File: config.mk
export PLATFORM = sky130hd
export DESIGN_NAME = hiscore_ram_arbiter
export DESIGN_NICKNAME = d
export VERILOG_FILES = /design/src/rtl/hiscore_pkg.sv /design/src/rtl/hiscore_ram_arbiter.sv
export SDC_FILE = /design/constraint.sdc
export NUM_CORES = 1
export LEC_CHECK = 0
export CORE_UTILIZATION = 42
export CTS_BUF_LIST = sky130_fd_sc_hd__clkbuf_2
export CTS_CLUSTER_DIAMETER = 100
export DETAILED_ROUTE_END_ITERATION = 8
export PLACE_DENSITY = 0.87
export REMOVE_ABC_BUFFERS = 1
export SETUP_SLACK_MARGIN = 0.15
export SKIP_LAST_GASP = 1
export SYNTH_ARGS = -nofsm -noshare
export SYNTH_HDL_FRONTEND = slang
export SYNTH_SLANG_ARGS = --single-unit
File: constraint.sdc
create_clock -name clk -period 2.24 [get_ports clk]
set_input_delay 0.336 -clock clk [delete_from_list [all_inputs] [get_ports clk]]
set_output_delay 0.336 -clock clk [all_outputs]
set_load 0.01 [all_outputs]
File: src/rtl/hiscore_pkg.sv
// Shared types and default widths for the hiscore engine and its work-RAM arbiter.
package hiscore_pkg;

  typedef enum logic [1:0] {
    IDLE       = 2'd0,
    PAUSE_WAIT = 2'd1,
    GRANT      = 2'd2,
    COOLDOWN   = 2'd3
  } hs_arb_state_t;

  localparam int HS_ADDR_W = 10;
  localparam int HS_DATA_W = 8;

endpackage

File: src/rtl/hiscore_ram_arbiter.sv
// Time-shares the single-port work RAM between the CPU and the hiscore engine,
// pausing the CPU for bounded engine bursts separated by a guaranteed CPU run gap.
//
// state      | meaning
// IDLE       | CPU owns RAM, waiting for hs_req
// PAUSE_WAIT | CPU paused, waiting for cpu_halted or settle timeout
// GRANT      | engine owns RAM, one access per cycle up to MAX_BURST
// COOLDOWN   | CPU owns RAM again for CPU_GAP cycles
module hiscore_ram_arbiter
  import hiscore_pkg::*;
#(
  parameter int ADDR_W     = HS_ADDR_W,
  parameter int DATA_W     = HS_DATA_W,
  parameter int MAX_BURST  = 16,
  parameter int CPU_GAP    = 8,
  parameter int SETTLE_MAX = 32
) (
  input  logic              clk,
  input  logic              reset_n,
  input  logic [ADDR_W-1:0] cpu_addr,
  input  logic [DATA_W-1:0] cpu_wdata,
  input  logic              cpu_we,
  input  logic              cpu_halted,
  output logic              cpu_pause,
  input  logic              hs_req,
  input  logic              hs_we,
  input  logic [ADDR_W-1:0] hs_addr,
  input  logic [DATA_W-1:0] hs_wdata,
  output logic              hs_grant,
  output logic              hs_rvalid,
  output logic [DATA_W-1:0] hs_rdata,
  output logic [ADDR_W-1:0] ram_addr,
  output logic [DATA_W-1:0] ram_wdata,
  output logic              ram_we,
  input  logic [DATA_W-1:0] ram_q,
  output logic              settle_timeout
);

  localparam int BURST_W  = $clog2(MAX_BURST + 1);
  localparam int SETTLE_W = $clog2(SETTLE_MAX + 1);
  localparam int GAP_W    = $clog2(CPU_GAP + 1);

  localparam logic [BURST_W-1:0]  BURST_LAST  = BURST_W'(MAX_BURST - 1);
  localparam logic [SETTLE_W-1:0] SETTLE_LAST = SETTLE_W'(SETTLE_MAX - 1);
  localparam logic [GAP_W-1:0]    GAP_LAST    = GAP_W'(CPU_GAP - 1);

  hs_arb_state_t     state;
  logic [BURST_W-1:0]  burst_cnt;
  logic [SETTLE_W-1:0] settle_cnt;
  logic [GAP_W-1:0]    gap_cnt;
  logic [DATA_W-1:0]   rdata_hold;
  logic                eng_owns;

  assign eng_owns  = (state == GRANT);
  assign hs_grant  = eng_owns & hs_req;
  assign ram_addr  = eng_owns ? hs_addr  : cpu_addr;
  assign ram_wdata = eng_owns ? hs_wdata : cpu_wdata;
  assign ram_we    = eng_owns ? (hs_req & hs_we) : cpu_we;

  // ram_q is only valid in the cycle after the address, so pass it through
  // while hs_rvalid is high and hold the last value otherwise.
  assign hs_rdata  = hs_rvalid ? ram_q : rdata_hold;

  always_ff @(posedge clk or negedge reset_n) begin
    if (!reset_n) begin
      state          <= IDLE;
      cpu_pause      <= 1'b0;
      hs_rvalid      <= 1'b0;
      rdata_hold     <= '0;
      settle_timeout <= 1'b0;
      burst_cnt      <= '0;
      settle_cnt     <= '0;
      gap_cnt        <= '0;
    end else begin
      hs_rvalid <= hs_grant & ~hs_we;
      if (hs_rvalid) rdata_hold <= ram_q;

      case (state)
        IDLE: begin
          if (hs_req) begin
            state      <= PAUSE_WAIT;
            cpu_pause  <= 1'b1;
            settle_cnt <= '0;
          end
        end

        PAUSE_WAIT: begin
          // An abort beats a simultaneous halt acknowledge.
          if (!hs_req) begin
            state     <= COOLDOWN;
            cpu_pause <= 1'b0;
            gap_cnt   <= '0;
          end else if (cpu_halted) begin
            state     <= GRANT;
            burst_cnt <= '0;
          end else if (settle_cnt >= SETTLE_LAST) begin
            state          <= GRANT;
            burst_cnt      <= '0;
            settle_timeout <= 1'b1;
          end else if (settle_cnt != '1) begin
            settle_cnt <= settle_cnt + 1'b1;
          end
        end

        GRANT: begin
          if (hs_req && burst_cnt != '1) burst_cnt <= burst_cnt + 1'b1;
          if (!hs_req || burst_cnt >= BURST_LAST) begin
            state     <= COOLDOWN;
            cpu_pause <= 1'b0;
            gap_cnt   <= '0;
          end
        end

        COOLDOWN: begin
          if (gap_cnt >= GAP_LAST) begin
            state <= IDLE;
          end else if (gap_cnt != '1) begin
            gap_cnt <= gap_cnt + 1'b1;
          end
        end

        default: begin
          state     <= IDLE;
          cpu_pause <= 1'b0;
        end
      endcase
    end
  end

endmodule

# == After elaboration in Yosys (flattened, before gate mapping) ==
# Index checks and enable logic that the tools add are counted.
# word_totals
reg_bits,28
inputBits,50
out_inout_bits,31
word_cells,83
# op_classes
n_addsub,3
magnitude_cmp,3
eq_ne,19
muxes,31
bitwise_logic,5
n_reduce_logical,14
# ops
operator,n
2-to-1 mux 6 bit,5
2-to-1 mux 5 bit,4
inequality test 2 bit (second input constant),9
2-to-1 mux 4 bit,4
2-to-1 mux 8 bit,2
AND reduction 4 bit,4
2-to-1 mux 2 bit,6
case mux 4 bit (3 select lines),1
case mux 6 bit (2 select lines),1
2-to-1 mux 10 bit,1
case mux 5 bit (2 select lines),1
inequality test 4 bit (second input constant),2
case mux 2 bit (4 select lines),1
adder 6 x 1 -> 6 bit (second input constant),1
>= comparator 6 x 5 -> 1 bit (second input constant),1
inequality test 6 bit (second input constant),1
AND reduction 6 bit,1
nonzero test 3 bit,2
adder 5 x 1 -> 5 bit (second input constant),1
>= comparator 5 x 4 -> 1 bit (second input constant),1
inequality test 5 bit (second input constant),1
AND reduction 5 bit,1
adder 4 x 1 -> 4 bit (second input constant),1
== test 2 bit (second input constant),2
13 further kinds,21

# == Logic depth before layout (Yosys ltp) ==
# Gate-level depths: netlist (run 1).
# logic_depth
word_depth,6
mapped_depth,7
depth_no_buf,7

# == Least setup slack after synthesis (run 1) ==
# No wires, ideal clock.
# synth_path
kind,register to register
startpoint,register burst_cnt[0]
endpoint,register state[1]
setup_time_ns,0.128
arrival_time_ns,1.861
t_required_ns,2.112
path_slack_ns,0.252
stages_incl_launch_ff,8
path_buffers,0
period_less_slack_ns,1.988
cell_sequence,dfrtp_1 ha_1 and3_1 ha_1 or2_1 nor3_4 a2111oi_4 mux2_1
# synth_via
elab_chain_cells,4
# synth_lines
element,line_no,source
from (decl),hiscore_ram_arbiter.sv:48,logic [BURST_W-1:0] burst_cnt;
from (signal assigned),hiscore_ram_arbiter.sv:106,if (hs_req && burst_cnt != '1) burst_cnt <= burst_cnt + 1'b1;
>= comparator 5 x 4 -> 1 bit,hiscore_ram_arbiter.sv:107,if (!hs_req || burst_cnt >= BURST_LAST) begin
logical OR 1 bit,hiscore_ram_arbiter.sv:107,
inequality test 2 x 1 -> 1 bit (no line),--,
AND reduction 4 bit (no line),--,
to (signal assigned),hiscore_ram_arbiter.sv:108,state <= COOLDOWN;
to (signal assigned),hiscore_ram_arbiter.sv:116,state <= IDLE;
to (signal assigned),hiscore_ram_arbiter.sv:123,state <= IDLE;
to (decl),hiscore_ram_arbiter.sv:47,hs_arb_state_t state;
# Every way passes these cells.
# A chain may end at the register's enable or synchronous reset.

# == Worst setup path after layout (run 1) ==
# layout_path
startpoint,register hs_rvalid
endpoint,output port hs_rdata[2]
# layout_via
elab_chain_cells,1
# layout_lines
element,line_no,source
from (decl),hiscore_ram_arbiter.sv:30,"output logic hs_rvalid,"
from (signal assigned),hiscore_ram_arbiter.sv:75,hs_rvalid <= hs_grant & ~hs_we;
2-to-1 mux 8 bit,--,
to (decl),hiscore_ram_arbiter.sv:31,"output logic [DATA_W-1:0] hs_rdata,"
# Every way passes these cells.

==> flow_results.xml, run 1 <==
<?xml version="1.0" encoding="UTF-8"?>
<metrics>
  <group name="status">
    <metric name="run_status" unit="">finished, final reports clean</metric>
  </group>
  <group name="global_routing">
    <metric name="grt_antenna_before_repair" unit="">0</metric>
    <metric name="number_of_global_route_vias_before_repair" unit="">1742</metric>
    <metric name="pin_count_of_the_biggest_net_entering_global_routing" unit="">29</metric>
    <metric name="globalRouteOverflowTotal" unit="">0</metric>
    <metric name="global_route.usage.total" unit="%">23.6</metric>
    <metric name="grt_first_pass_wirelength" unit="µm">7600</metric>
  </group>
  <group name="clock_network">
    <metric name="cts_tree" unit="">yes</metric>
    <metric name="clk_pin_slew_worst_paths" unit="ns">0.27</metric>
    <metric name="cts_made_buffers" unit="">3</metric>
    <metric name="clkSinkCount" unit="">28</metric>
    <metric name="cts_root_buffer" unit="">sky130_fd_sc_hd__clkbuf_2</metric>
    <metric name="htree_num_levels" unit="">1</metric>
    <metric name="ctsLongestPathBuffers" unit="">2</metric>
    <metric name="clk_latency" unit="ns">0.37</metric>
  </group>
  <group name="drt">
    <metric name="total_detailed_routing_wirelength" unit="µm">6370</metric>
    <metric name="total_via_count_after_detailed_routing" unit="">1759</metric>
    <metric name="drtPass1Iterations" unit="">6</metric>
    <metric name="vias_per_cell" unit="">5.67</metric>
    <metric name="ant_nets" unit="">0</metric>
    <metric name="drt-wirelength-per-cell" unit="µm">20.6</metric>
    <metric name="drt_first_iter_violations" unit="">133</metric>
    <metric name="drc_errors" unit="">0</metric>
  </group>
  <group name="finish">
    <metric name="final_nets" unit="">322</metric>
    <metric name="n_antenna_cell" unit="">0</metric>
    <metric name="num-fill-cells" unit="">211</metric>
    <metric name="syn_to_final_growth" unit="%">75.6</metric>
    <metric name="share_of_final_layout_standard_cells_stronger_than_drive_strength_1" unit="%">38.5</metric>
    <metric name="design_area" unit="µm²">3030</metric>
    <metric name="post-route-util" unit="%">79.8</metric>
    <metric name="number_of_cells_in_the_finished_layout_apart_from_fillers" unit="">310</metric>
  </group>
  <group name="setup_path">
    <metric name="start_kind" unit="">register</metric>
    <metric name="cp.arrival" unit="ns">1.83</metric>
    <metric name="ff2ff_setup_slack" unit="ns">0.13</metric>
    <metric name="regToRegEndpoint" unit="">burst_cnt[3]</metric>
    <metric name="critical_path_class" unit="">register to primary output</metric>
    <metric name="crit_required" unit="ns">1.90</metric>
    <metric name="worst-path-max-fanout" unit="">5</metric>
    <metric name="worst-r2r-cell-count" unit="">7</metric>
    <metric name="worstReg2RegStart" unit="">burst_cnt[1]</metric>
    <metric name="critical_path.endpoint_type" unit="">primary output</metric>
  </group>
  <group name="yosys">
    <metric name="syn-mean-instance-area" unit="µm²">11.1</metric>
    <metric name="ys_dominant_reg_cell" unit="">sky130_fd_sc_hd__dfrtp_1</metric>
    <metric name="synth_async_sr_flop_share" unit="%">100</metric>
    <metric name="yosysTopAreaCellShare" unit="%">40.6</metric>
    <metric name="synth.yosys.seq_area_share" unit="%">40.6</metric>
    <metric name="synth_edf_count" unit="">0</metric>
    <metric name="netlist_instances" unit="">156</metric>
    <metric name="synth_cell_types" unit="">46</metric>
    <metric name="yosys_register_bits" unit="">28</metric>
    <metric name="synth_largest_area_cell" unit="">sky130_fd_sc_hd__dfrtp_1</metric>
    <metric name="yosysWarningCount" unit="">0</metric>
    <metric name="synth.top_cells.by_area" unit="">sky130_fd_sc_hd__dfrtp_1 (41%), sky130_fd_sc_hd__mux2_2 (17%), sky130_fd_sc_hd__ha_1 (6.5%)</metric>
    <metric name="area_of_the_mapped_netlist" unit="µm²">1730</metric>
  </group>
  <group name="sta">
    <metric name="final_total_negative_setup_slack" unit="ns">0</metric>
    <metric name="max_slew_margin" unit="%">59.6</metric>
    <metric name="setup_violations" unit="">0</metric>
    <metric name="final.min_clock_period" unit="ns">2.17</metric>
    <metric name="post-route-worst-setup-slack" unit="ns">0.0715</metric>
    <metric name="timing.clock.skew" unit="ns">0.0202</metric>
    <metric name="period_share" unit="%">96.8</metric>
    <metric name="achievable-frequency" unit="MHz">461</metric>
    <metric name="finalHoldViolations" unit="">0</metric>
    <metric name="slew_violations" unit="">0</metric>
    <metric name="tightestPinTransition" unit="ns">0.603</metric>
    <metric name="rsz0062_at_grt" unit="">yes</metric>
    <metric name="fin_hold_ws" unit="ns">0.295</metric>
  </group>
  <group name="power_and_ir_drop">
    <metric name="static-leakage-power" unit="nW">1.44</metric>
    <metric name="worst_ir_drop_vdd" unit="V">0.000585</metric>
    <metric name="powerDensity" unit="nW/µm²">1100</metric>
    <metric name="p_total" unit="mW">3.34</metric>
  </group>
  <group name="run">
    <metric name="maxCapViolCount" unit="">0</metric>
  </group>
  <group name="floorplanning">
    <metric name="die_w" unit="µm">66.1</metric>
    <metric name="rows" unit="">22</metric>
    <metric name="floorplan.die_area" unit="µm²">4370</metric>
    <metric name="die_y" unit="µm">66.1</metric>
    <metric name="start_util" unit="%">45.4</metric>
    <metric name="floorplan.core_area" unit="µm²">3800</metric>
    <metric name="num_io_pins" unit="">81</metric>
  </group>
  <group name="min_path">
    <metric name="hold_path.class" unit="">primary input to async pin</metric>
  </group>
  <group name="placed_design">
    <metric name="pre_cts_slack" unit="ns">0.100</metric>
    <metric name="buffer_ports.inserted" unit="">80</metric>
    <metric name="dpl.cell_count" unit="">284</metric>
    <metric name="dpl.hpwl" unit="µm">3550</metric>
    <metric name="place.gp.congestion" unit="">0.866</metric>
    <metric name="placed_cell_areas" unit="µm²">2620</metric>
  </group>
</metrics>
==> worst max path at each step <==
stage	startpoint	endpoint	slack, ns	cells past startpoint
CTS	hs_rvalid	hs_rdata[7]	0.09	2
finish	hs_rvalid	hs_rdata[2]	0.07	3
detailed placement	burst_cnt[0]	gap_cnt[2]	0.10	7
global placement	burst_cnt[0]	gap_cnt[2]	0.18	7
floorplan	state[0]	state[1]	0.02	6
global route	hs_rvalid	hs_rdata[2]	-0.009	3
==> cells in the mapped netlist, types with 3 or more instances <==
cell type                  instances
sky130_fd_sc_hd__nor2_1            9
sky130_fd_sc_hd__ha_1              9
sky130_fd_sc_hd__o21ai_0           8
sky130_fd_sc_hd__nand3_1           4
sky130_fd_sc_hd__nand2_1          12
sky130_fd_sc_hd__nand3b_1          3
sky130_fd_sc_hd__mux2_2           26
sky130_fd_sc_hd__inv_1             8
sky130_fd_sc_hd__dfrtp_1          28
==> area by class of cell <==
class | instances | area [µm²] | share of cell area [%]
clock inverter | 1 | 3.75 | 0.124
sequential | 28 | 703 | 23.2
clock buffer | 3 | 15.0 | 0.495
inverter | 8 | 30.0 | 0.991
timing repair buffer | 108 | 1120 | 37.0
tap | 48 | 60.1 | 1.98
multi-input combinational | 114 | 1100 | 36.3
==> placed cells by master (no fill, tap or decap), drive strengths merged, types with 2 or more instances in the layout <==
master,netlist,routed
a2111oi,2,2
a22o,2,2
and3,2,2
buf,3,46
clkbuf,3,5
clkdlybuf4s50,0,53
dfrtp,28,28
dlymetal6s2s,0,7
ha,9,9
inv,8,8
mux2,27,27
mux2i,2,2
nand2,13,13
nand2b,2,2
nand3,4,4
nand3b,4,4
nor2,10,10
nor3,3,3
nor3b,2,2
o211ai,2,2
o21ai,8,8
o221ai,2,2
o22a,2,2
or2,3,3
xnor2,2,2
==> state kept, by name, indices dropped and copies added, names as in the netlist <==
register and count:
gap_cnt 4, state 2, burst_cnt 5, settle_cnt 6
cpu_pause 1, hs_rvalid 1, rdata_hold 8, settle_timeout 1
==> cell families (layout without fill, tap and decap cells) <==
| family | count (synthesis) | after routing | share of synthesized area (%) |
|---|---|---|---|
| flip-flops | 28 | 28 | 40.6 |
| AND/OR/NAND/NOR | 45 | 45 | 15.1 |
| buffers and inverters | 14 | 120 | 3.26 |
| XOR/XNOR | 2 | 2 | 1.02 |
| multiplexers | 29 | 29 | 18.8 |
| adder cells (fa/ha/maj) | 9 | 9 | 6.53 |
| AO/OA/AOI/OAI | 29 | 29 | 14.7 |
==> worst max-delay path, cell delays in order (launching register included) <==
cell and delay [ns]:
sky130_fd_sc_hd__dfrtp_2 0.43, sky130_fd_sc_hd__buf_4 0.16, sky130_fd_sc_hd__mux2_2 0.36, sky130_fd_sc_hd__clkdlybuf4s50_1 0.51
==> layer usage <==
layer | share of wire [%] | global-route usage (%) | vias to the layer above
met5 | 0 | 0 | -
met4 | 4.3 | 8.24 | 0
met3 | 8.2 | 7.59 | 29
met2 | 51 | 43.4 | 100
met1 | 37 | 24.9 | 846
li1 | - | - | 784
==> power breakdown <==
part | internal, mW | switching [mW]
Sequential | 0.674 | 0.123
Clock | 0.0387 | 0.151
Combinational | 1.36 | 1.00
Total | 2.07 | 1.28
==> what timing repair did <==
action	4_1_cts	5_1_grt
hold buffers	0	0
endpoints found under the setup margin	31	36
gates cloned	2	1
buffers inserted	11	8
resized for setup	87	57
pin swaps	3	7
No activity file was read; power rests on OpenSTA's default activity.
==> run 2: changes to the inputs <==
--- a/config.mk
+++ b/config.mk
@@ -5,11 +5,11 @@
 export SDC_FILE = /design/constraint.sdc
 export NUM_CORES = 1
 export LEC_CHECK = 0
-export CORE_UTILIZATION = 42
-export CTS_BUF_LIST = sky130_fd_sc_hd__clkbuf_2
+export CORE_UTILIZATION = 41
+export CTS_BUF_LIST = sky130_fd_sc_hd__clkbuf_16
 export CTS_CLUSTER_DIAMETER = 100
 export DETAILED_ROUTE_END_ITERATION = 8
-export PLACE_DENSITY = 0.87
+export PLACE_DENSITY = 0.85
 export REMOVE_ABC_BUFFERS = 1
 export SETUP_SLACK_MARGIN = 0.15
 export SKIP_LAST_GASP = 1
==> run 2 against run 1 <==
  * Combinational power is 25% lower
  * Register-to-register slack better by 0.10 ns
  * Cell area shrank 8.3%
  * Power shrank 10%
  * Setup slack better by 0.096 ns
  * Core utilization is 11 points lower
  * Critical path depth grew 2
  * Non-clock buffer count shrank 15
  * Clock power up 120%
  * Sequential power up 1%
  * Clock skew fell by 0.017 ns
==> flow_results.xml, run 2 (synthesis results as in run 1) <==
<?xml version="1.0" encoding="UTF-8"?>
<metrics>
  <group name="power_and_ir_drop">
    <metric name="switching_share" unit="%">36.9</metric>
    <metric name="p_total" unit="mW">2.99</metric>
    <metric name="clock_power_share" unit="%">14.0</metric>
    <metric name="portion_of_total_power_attributed_to_combinational_logic" unit="%">59.0</metric>
    <metric name="powerDensity" unit="nW/µm²">1080</metric>
    <metric name="static-leakage-power" unit="nW">1.21</metric>
    <metric name="worst_ir_drop_vdd" unit="V">0.000637</metric>
    <metric name="power.switching" unit="mW">1.10</metric>
    <metric name="internal-power" unit="mW">1.89</metric>
    <metric name="pwr-share-seq" unit="%">26.9</metric>
  </group>
  <group name="finish">
    <metric name="post-route-util" unit="%">69.0</metric>
    <metric name="layout_commonest_cell" unit="">sky130_fd_sc_hd__clkdlybuf4s50_1</metric>
    <metric name="n_antenna_cell" unit="">0</metric>
    <metric name="top_register" unit="">rdata_hold</metric>
    <metric name="number_of_cells_in_the_finished_layout_apart_from_fillers" unit="">297</metric>
    <metric name="final_nets" unit="">307</metric>
    <metric name="multi_input_comb_area" unit="µm²">996</metric>
    <metric name="num-fill-cells" unit="">315</metric>
    <metric name="largest_reg_flops" unit="">8</metric>
    <metric name="share_of_final_layout_standard_cells_stronger_than_drive_strength_1" unit="%">24.3</metric>
    <metric name="syn_to_final_growth" unit="%">61.1</metric>
    <metric name="regArea" unit="µm²">703</metric>
    <metric name="largest_registers" unit="">rdata_hold: 8 flops, settle_cnt: 6 flops, burst_cnt: 5 flops</metric>
    <metric name="layout_common_cells" unit="">sky130_fd_sc_hd__clkdlybuf4s50_1 (60), sky130_fd_sc_hd__mux2_2 (26), sky130_fd_sc_hd__dfrtp_1 (26)</metric>
  </group>
  <group name="floorplanning">
    <metric name="rows" unit="">23</metric>
    <metric name="num_io_pins" unit="">81</metric>
    <metric name="die_y" unit="µm">66.9</metric>
    <metric name="floorplan.die_area" unit="µm²">4470</metric>
    <metric name="die_w" unit="µm">66.9</metric>
    <metric name="start_util" unit="%">42.8</metric>
    <metric name="floorplan.core_area" unit="µm²">4030</metric>
  </group>
  <group name="status">
    <metric name="run_status" unit="">finished, final reports clean</metric>
  </group>
  <group name="global_routing">
    <metric name="grt_antenna_before_repair" unit="">0</metric>
    <metric name="pin_count_of_the_biggest_net_entering_global_routing" unit="">29</metric>
    <metric name="number_of_global_route_vias_before_repair" unit="">1678</metric>
    <metric name="global_route.usage.total" unit="%">23.9</metric>
    <metric name="globalRouteOverflowTotal" unit="">0</metric>
    <metric name="grt_first_pass_wirelength" unit="µm">7850</metric>
  </group>
  <group name="placed_design">
    <metric name="buffer_ports.inserted" unit="">80</metric>
    <metric name="dpl.cell_count" unit="">286</metric>
    <metric name="place.gp.congestion" unit="">0.767</metric>
    <metric name="dpl.hpwl" unit="µm">3730</metric>
  </group>
  <group name="setup_path">
    <metric name="start_kind" unit="">register</metric>
    <metric name="critical_path.endpoint_type" unit="">primary output</metric>
    <metric name="cp.arrival" unit="ns">1.74</metric>
    <metric name="critPathSlowestCell" unit="">sky130_fd_sc_hd__dfrtp_1</metric>
    <metric name="path_buf_inv" unit="">3</metric>
    <metric name="timing.critical_path.slowest_cell_delay" unit="ns">0.40</metric>
    <metric name="critical_path_class" unit="">register to primary output</metric>
    <metric name="timing.critical_path.max_delay_family" unit="">buffers and inverters</metric>
    <metric name="crit_required" unit="ns">1.90</metric>
    <metric name="crit_path_cells" unit="">inv_2 -&gt; ha_4 -&gt; buf_12 -&gt; mux2_2 -&gt; dlygate4sd2_1</metric>
    <metric name="worst-path-max-fanout" unit="">14</metric>
  </group>
  <group name="drt">
    <metric name="ant_nets" unit="">0</metric>
    <metric name="total_detailed_routing_wirelength" unit="µm">4990</metric>
    <metric name="total_via_count_after_detailed_routing" unit="">1601</metric>
    <metric name="drc_errors" unit="">0</metric>
    <metric name="drtPass1Iterations" unit="">4</metric>
    <metric name="drt-wirelength-per-cell" unit="µm">16.8</metric>
    <metric name="drt_first_iter_violations" unit="">65</metric>
    <metric name="vias_per_cell" unit="">5.39</metric>
  </group>
  <group name="sta">
    <metric name="tightestPinTransition" unit="ns">0.418</metric>
    <metric name="final_total_negative_setup_slack" unit="ns">0</metric>
    <metric name="timing.clock.skew" unit="ns">0.00358</metric>
    <metric name="final.min_clock_period" unit="ns">2.07</metric>
    <metric name="period_share" unit="%">92.5</metric>
    <metric name="max_slew_margin" unit="%">72.0</metric>
    <metric name="rsz0062_at_grt" unit="">yes</metric>
    <metric name="achievable-frequency" unit="MHz">483</metric>
    <metric name="finalHoldViolations" unit="">0</metric>
    <metric name="slew_violations" unit="">0</metric>
    <metric name="setup_violations" unit="">0</metric>
  </group>
  <group name="run">
    <metric name="maxCapViolCount" unit="">0</metric>
  </group>
  <group name="clock_network">
    <metric name="cts_root_buffer" unit="">sky130_fd_sc_hd__clkbuf_16</metric>
    <metric name="cts_tree" unit="">yes</metric>
    <metric name="htree_num_levels" unit="">1</metric>
    <metric name="clk_latency" unit="ns">0.27</metric>
    <metric name="clkSinkCount" unit="">28</metric>
    <metric name="hold_bufs_inserted_after_cts" unit="">0</metric>
    <metric name="ctsLongestPathBuffers" unit="">2</metric>
    <metric name="clk_pin_slew_worst_paths" unit="ns">0.07</metric>
    <metric name="cts_made_buffers" unit="">3</metric>
  </group>
  <group name="min_path">
    <metric name="hold_path.class" unit="">primary input to async pin</metric>
  </group>
</metrics>
==> run 2: changes by cell type in the layout (fill, tap and decap cells not counted), moves of 2 or more <==
cell / change
sky130_fd_sc_hd__buf_4: -9
sky130_fd_sc_hd__clkbuf_2: -4
sky130_fd_sc_hd__mux2_4: -19
sky130_fd_sc_hd__clkdlybuf4s50_1: +7
sky130_fd_sc_hd__buf_2: -2
sky130_fd_sc_hd__mux2_2: +18
sky130_fd_sc_hd__dlygate4sd2_1: +17
sky130_fd_sc_hd__clkbuf_16: +2
sky130_fd_sc_hd__buf_6: -21
sky130_fd_sc_hd__dlymetal6s2s_1: -7
sky130_fd_sc_hd__clkdlybuf4s15_1: +3
==> run 2: power by group through the flow <==
stage / Clock (mW) / Combinational [mW] / Sequential (mW)
6_report: 0.420 / 1.77 / 0.807
5_1_grt: 0.441 / 1.89 / 0.835
4_1_cts: 0.416 / 1.68 / 0.803
3_5_place_dp: 0 / 1.65 / 0.802
3_3_place_gp: 0 / 1.61 / 0.787
2_1_floorplan: 0 / 0.908 / 0.778
==> run 2: stage by stage <==
| step | hold slack, ns | instance area (µm²) | setup WS (ns) |
|---|---|---|---|
| 6_report | 0.444 | 2780 | 0.168 |
| 5_1_grt | 0.487 | 2780 | 0.105 |
| 4_1_cts | 0.461 | 2720 | 0.158 |
| 3_5_place_dp | 0.452 | 2620 | 0.122 |
| 3_3_place_gp | 0.444 | 2620 | 0.196 |
| 2_1_floorplan | 0.0404 | 1700 | 0.0241 |
==> run 2: area by class of cell <==
type	instances	share of cell area (%)
multi-input combinational	114	35.8
timing repair buffer	93	32.7
sequential	28	25.3
clock buffer	3	2.70
tap	50	2.25
inverter	8	1.08
clock inverter	1	0.135
==> run 2: path summary, 6_finish.rpt <==
kind	start	cells past startpoint	slack (ns)	to
setup / recovery	state[0]	5	0.17	ram_addr[1]
hold / removal	reset_n	2	0.44	settle_cnt[3]
setup reg to reg	burst_cnt[0]	7	0.23	gap_cnt[2]
hold reg to reg	settle_timeout	1	0.46	settle_timeout
max in group asynchronous	reset_n	2	1.50	hs_rvalid
min in group clk	settle_timeout	1	0.46	settle_timeout
==> run 2: timing repair <==
item / 4_1_cts / 5_1_grt
resized for setup: 25 / 8
endpoints found under the hold margin: 0 / 0
setup buffers: 1 / 5
cloned: 1 / 0
setup endpoints to repair: 23 / 35
pin swaps: 3 / 4
==> run 2: layer usage <==
layer  track usage [%]  vias to the layer above  part of all wire, %
li1                  -                      748                    -
met1              24.7                      774                   38
met2              44.9                       66                   53
met3              7.71                       13                  7.2
met4              7.71                        0                  2.3
met5                 0                        -                    0
